$ cat config.mk
export PLATFORM = sky130hd
export DESIGN_NAME = rr_arb4
export DESIGN_NICKNAME = d
export VERILOG_FILES = /design/src/rtl/rr_arb4_pkg.sv /design/src/rtl/rr_arb4_pick4.sv /design/src/rtl/rr_arb4.sv
export SDC_FILE = /design/constraint.sdc
export NUM_CORES = 1
export LEC_CHECK = 0
export ABC_AREA = 1
export CAP_MARGIN = 5
export CORE_MARGIN = 2
export CORE_UTILIZATION = 35
export CTS_BUF_LIST = sky130_fd_sc_hd__clkbuf_4 sky130_fd_sc_hd__clkbuf_8
export DETAILED_ROUTE_END_ITERATION = 8
export PLACE_DENSITY = 0.65
export SLEW_MARGIN = 20
export SYNTH_ARGS = -nofsm -noshare
export SYNTH_HDL_FRONTEND = slang
export SYNTH_SLANG_ARGS = --single-unit
$ cat constraint.sdc
create_clock -name clock -period 2.1 [get_ports clock]
set_input_delay 0.21 -clock clock [delete_from_list [all_inputs] [get_ports clock]]
set_output_delay 0.21 -clock clock [all_outputs]
set_load 0.02 [all_outputs]
$ cat src/rtl/rr_arb4_pkg.sv
// Shared types and sizes for the four-requester round-robin arbiter.
// No logic of its own; imported by rr_arb4 and rr_pick4.
// Only IDX_W and N are used to size ports and internal registers.
package rr_arb4_pkg;

  localparam int RR_ARB4_N     = 4;
  localparam int RR_ARB4_IDX_W = 2;

  typedef enum logic {
    IDLE = 1'b0,
    BUSY = 1'b1
  } state_e;

endpackage

$ cat src/rtl/rr_arb4_pick4.sv
// Rotate-priority picker: returns the first set request at or after ptr (mod 4).
// Purely combinational, zero latency.
// No flow control; the caller decides when the result is used.
module rr_pick4
  import rr_arb4_pkg::*;
(
  input  logic [RR_ARB4_N-1:0]     req,
  input  logic [RR_ARB4_IDX_W-1:0] ptr,
  output logic [RR_ARB4_IDX_W-1:0] idx,
  output logic                     any
);

  logic [RR_ARB4_IDX_W-1:0] cand;

  // Walk from the lowest priority offset up so the highest-priority hit is written last.
  always_comb begin
    idx  = '0;
    any  = 1'b0;
    cand = ptr;
    for (int k = RR_ARB4_N - 1; k >= 0; k--) begin
      cand = ptr + RR_ARB4_IDX_W'(k);
      if (req[cand]) begin
        idx = cand;
        any = 1'b1;
      end
    end
  end

endmodule

$ cat src/rtl/rr_arb4.sv
// Round-robin arbiter, 4 requesters; registered grant index held until the owner releases.
// Latency: request sampled at edge N gives grant_valid in cycle N+1; one idle cycle between grants.
// Optional forced release after TIMEOUT_CYCLES busy cycles when RR_ARB4_TIMEOUT_EN is defined.
// The release input is named release_i because `release` is a reserved word.
module rr_arb4
  import rr_arb4_pkg::*;
#(
  parameter int TIMEOUT_CYCLES = 16
) (
  input  logic                     clock,
  input  logic                     reset_n,
  input  logic [RR_ARB4_N-1:0]     req,
  input  logic                     release_i,
  output logic [RR_ARB4_IDX_W-1:0] grant_idx,
  output logic                     grant_valid,
  output logic                     timeout
);

  if (TIMEOUT_CYCLES < 2) begin : g_cfg_chk
    $error("rr_arb4: TIMEOUT_CYCLES must be >= 2");
  end

  state_e                   state_q, state_d;
  logic [RR_ARB4_IDX_W-1:0] ptr_q, ptr_d;
  logic [RR_ARB4_IDX_W-1:0] grant_idx_q, grant_idx_d;
  logic                     grant_valid_q, grant_valid_d;
  logic [RR_ARB4_IDX_W-1:0] pick_idx;
  logic                     pick_any;
  logic                     force_rel;

  rr_pick4 u_pick (
    .req (req),
    .ptr (ptr_q),
    .idx (pick_idx),
    .any (pick_any)
  );

`ifdef RR_ARB4_TIMEOUT_EN
  localparam int CNT_W = $clog2(TIMEOUT_CYCLES + 1);

  logic [CNT_W-1:0] cnt_q, cnt_d;
  logic             timeout_q;

  // Busy-cycle counter: zero on the cycle the grant is taken, counts while owned.
  always_comb begin
    cnt_d = '0;
    if (state_q == BUSY) begin
      cnt_d = cnt_q + 1'b1;
    end
  end

  // A voluntary release on the last allowed cycle wins over the forced one.
  assign force_rel = (state_q == BUSY) && (cnt_q == CNT_W'(TIMEOUT_CYCLES - 1)) && !release_i;

  // Counter and one-cycle timeout pulse, aligned with grant_valid falling.
  always_ff @(posedge clock or negedge reset_n) begin
    if (!reset_n) begin
      cnt_q     <= '0;
      timeout_q <= 1'b0;
    end else begin
      cnt_q     <= cnt_d;
      timeout_q <= force_rel;
    end
  end

  assign timeout = timeout_q;
`else
  assign force_rel = 1'b0;
  assign timeout   = 1'b0;
`endif

  // Next-state: grab the picked requester in IDLE, hold until release in BUSY.
  always_comb begin
    state_d       = state_q;
    ptr_d         = ptr_q;
    grant_idx_d   = grant_idx_q;
    grant_valid_d = grant_valid_q;
    case (state_q)
      IDLE: begin
        if (pick_any) begin
          grant_idx_d   = pick_idx;
          grant_valid_d = 1'b1;
          state_d       = BUSY;
        end
      end
      BUSY: begin
        if (release_i || force_rel) begin
          grant_valid_d = 1'b0;
          ptr_d         = grant_idx_q + 1'b1;
          state_d       = IDLE;
        end
      end
      default: begin
        state_d       = IDLE;
        grant_valid_d = 1'b0;
      end
    endcase
  end

  // State and output registers; reset drops any pending grant immediately.
  always_ff @(posedge clock or negedge reset_n) begin
    if (!reset_n) begin
      state_q       <= IDLE;
      ptr_q         <= '0;
      grant_idx_q   <= '0;
      grant_valid_q <= 1'b0;
    end else begin
      state_q       <= state_d;
      ptr_q         <= ptr_d;
      grant_idx_q   <= grant_idx_d;
      grant_valid_q <= grant_valid_d;
    end
  end

  assign grant_idx   = grant_idx_q;
  assign grant_valid = grant_valid_q;

endmodule

==> results_dict.tcl <==
set metrics [dict create \
    startpoint_type "register" \
    cp_top_family "buffers and inverters" \
    min_period_ns 1.46 \
    post-route-period-util_pct 69.6 \
    synth_top_family_by_area "simple AND/OR/NAND/NOR gates" \
    crit_fanout 4 \
    antenna_left 0 \
    critical-path-max-stage-delay_ns 0.63 \
    synth_xor_area_share_pct 1.75 \
    hold_violations 0 \
    numCtsBuffers 3 \
    crit_buf_inv 1 \
    htree_levels 1 \
    synth_seq_cells 6 \
    first_pass_iters 4 \
    setup_ws_ns 0.638 \
    ctsHoldBuffers 0 \
    syn_area_per_cell_um2 6.16 \
    overflow 0 \
    yosysWarnings 0 \
    gr-usage-all-layers_pct 12.8 \
    worstPathArrival_ns 1.25 \
    grt_max_degree 10 \
    ir_drop_v 0.000702 \
    path_cells "clkdlybuf4s50_1" \
    antenna_cells 0 \
    drt_iter0_drc 9 \
    fin_nets 100 \
    pre_cts_slack_ns 0.590 \
    mostFrequentLayoutCells "nand2_1 (32), inv_1 (9), nand2_2 (9), clkdlybuf4s50_1 (9), nand3_1 (7)" \
    synth_area_um2 499 \
    maxCapViolCount 0 \
    fmax_mhz 684 \
    grt_pass1_vias 438 \
    core_area_mm2 0.00132 \
    clk_pin_slew_worst_paths_ns 0.04 \
    final_common_cell "nand2_1" \
    insertion_delay_ns 0.24 \
    crit_slowest_cell "clkdlybuf4s50_1" \
    end_kind "primary output" \
    via_per_inst 4.40 \
    antenna_found_initial 0 \
    syn_to_final_growth_pct 22.6 \
    synthCells 81 \
    die_h_um 41.8 \
    clockBufferDepth 2 \
    die_x_um 41.8 \
    postCtsSetupBuffers 0 \
    dp_hpwl_um 772 \
    wl_um 932 \
    skew_ns 0.00273 \
    worstSetupPathType "register to primary output" \
    synth-simple-area-share_pct 48.6 \
    synth_adder_area_share_pct 0 \
    ys_types 16 \
    setup-violations-final 0 \
    post_drt_wl_per_cell_um 8.79 \
    grt_first_pass_wirelength_um 1700 \
    powerDensity_mw_per_mm2 1600 \
    worst_hold_path_type "input port to asynchronous set/reset pin" \
    rsz0062_at_grt "false" \
    final_max_slew_viol_count 0 \
    start_util_pct 37.9 \
    place.gp.congestion 0.720 \
    power_uw 982 \
    ioPinCount 11 \
    status "finished, final reports clean" \
    fin_setup_tns_ns 0 \
    p_leak_uw 0.000334 \
    drive_gt1_share_pct 16.5 \
    rows 13 \
    synth_compound_gate_area_share_pct 5.76 \
    drc 0 \
    dieArea_mm2 0.00174 \
    synth_mux_area_share_pct 0 \
    num_vias 466 \
    post_cts_resize_count 0 \
    io_buffers 9 \
    cts_tree "done" \
    worstPathRequired_ns 1.89 \
    root_buffer "clkbuf_4" \
    syn_nets 88 \
    yosysSeqAreaShare_pct 30.1 \
    cts_sinks 6 \
]
==> kinds of logic after synthesis <==
group	after synthesis
other	1
XOR/XNOR	1
AO/OA/AOI/OAI	5
buffers and inverters	13
flip-flops	6
AND/OR/NAND/NOR	55
==> final cells by class <==
cell class	count	area, um^2
flip-flops and latches	6	150
repair buffers	9	90.1
fillers	145	706
well taps	15	18.8
multi-input cells	62	284
inverters	11	46.3
clock buffers	3	22.5
==> sequential cells by signal, indices dropped and copies added, names as in the netlist <==
signal / count
ptr_q: 2
grant_valid: 1
state_q: 1
grant_idx: 2
==> Yosys cell counts (all sizes together) <==
library cell / count / share of area (%)
a21oi: 1 / 1.0
and2: 2 / 2.5
buf: 2 / 3.8
conb: 1 / 0.75
dfrtp: 6 / 30
inv: 11 / 9.3
nand2: 41 / 35
nand3: 7 / 7.0
nor2: 5 / 3.8
o21ai: 4 / 4.8
xnor2: 1 / 1.8
==> power breakdown <==
part           switching [uW]  internal, uW  total [uW]
registers                73.4           175         248
clock network            38.4          64.4         103
logic                     380           250         631
==> per-stage QoR <==
step	std cells	instance area (um^2)	hold WS, ns	util (%)
final	106	612	0.206	46.4
after floorplan	81	499	-0.0856	-
after global placement	103	589	0.467	44.7
after detailed placement	103	589	0.470	44.7
after global routing	106	612	0.222	46.4
after CTS	106	612	0.207	46.4
==> metal layers <==
metal  track usage [%]  vias up  wire, um
met1              16.3      192       489
met2              18.8        8       421
li1                  -      266         -
met5                 0        -         0
met4              9.68        0         0
met3              2.61        0        21
==> path summary, 6_finish.rpt <==
| path | cells after the start | endpoint | from | slack, ns |
|---|---|---|---|---|
| max in group asynchronous | 1 | ptr_q[1]$_DFFE_PN0P_ | reset_n | 1.68 |
| min in group clock | 2 | grant_valid$_DFFE_PN0P_ | grant_valid$_DFFE_PN0P_ | 0.51 |
| setup / recovery | 1 | grant_idx[0] | grant_idx[0]$_DFFE_PN0P_ | 0.64 |
| hold reg to reg | 2 | grant_valid$_DFFE_PN0P_ | grant_valid$_DFFE_PN0P_ | 0.51 |
| hold / removal | 1 | grant_valid$_DFFE_PN0P_ | reset_n | 0.21 |
| setup reg to reg | 11 | grant_idx[0]$_DFFE_PN0P_ | ptr_q[0]$_DFFE_PN0P_ | 0.65 |
Note: power is estimated with default switching activity, not from simulation.
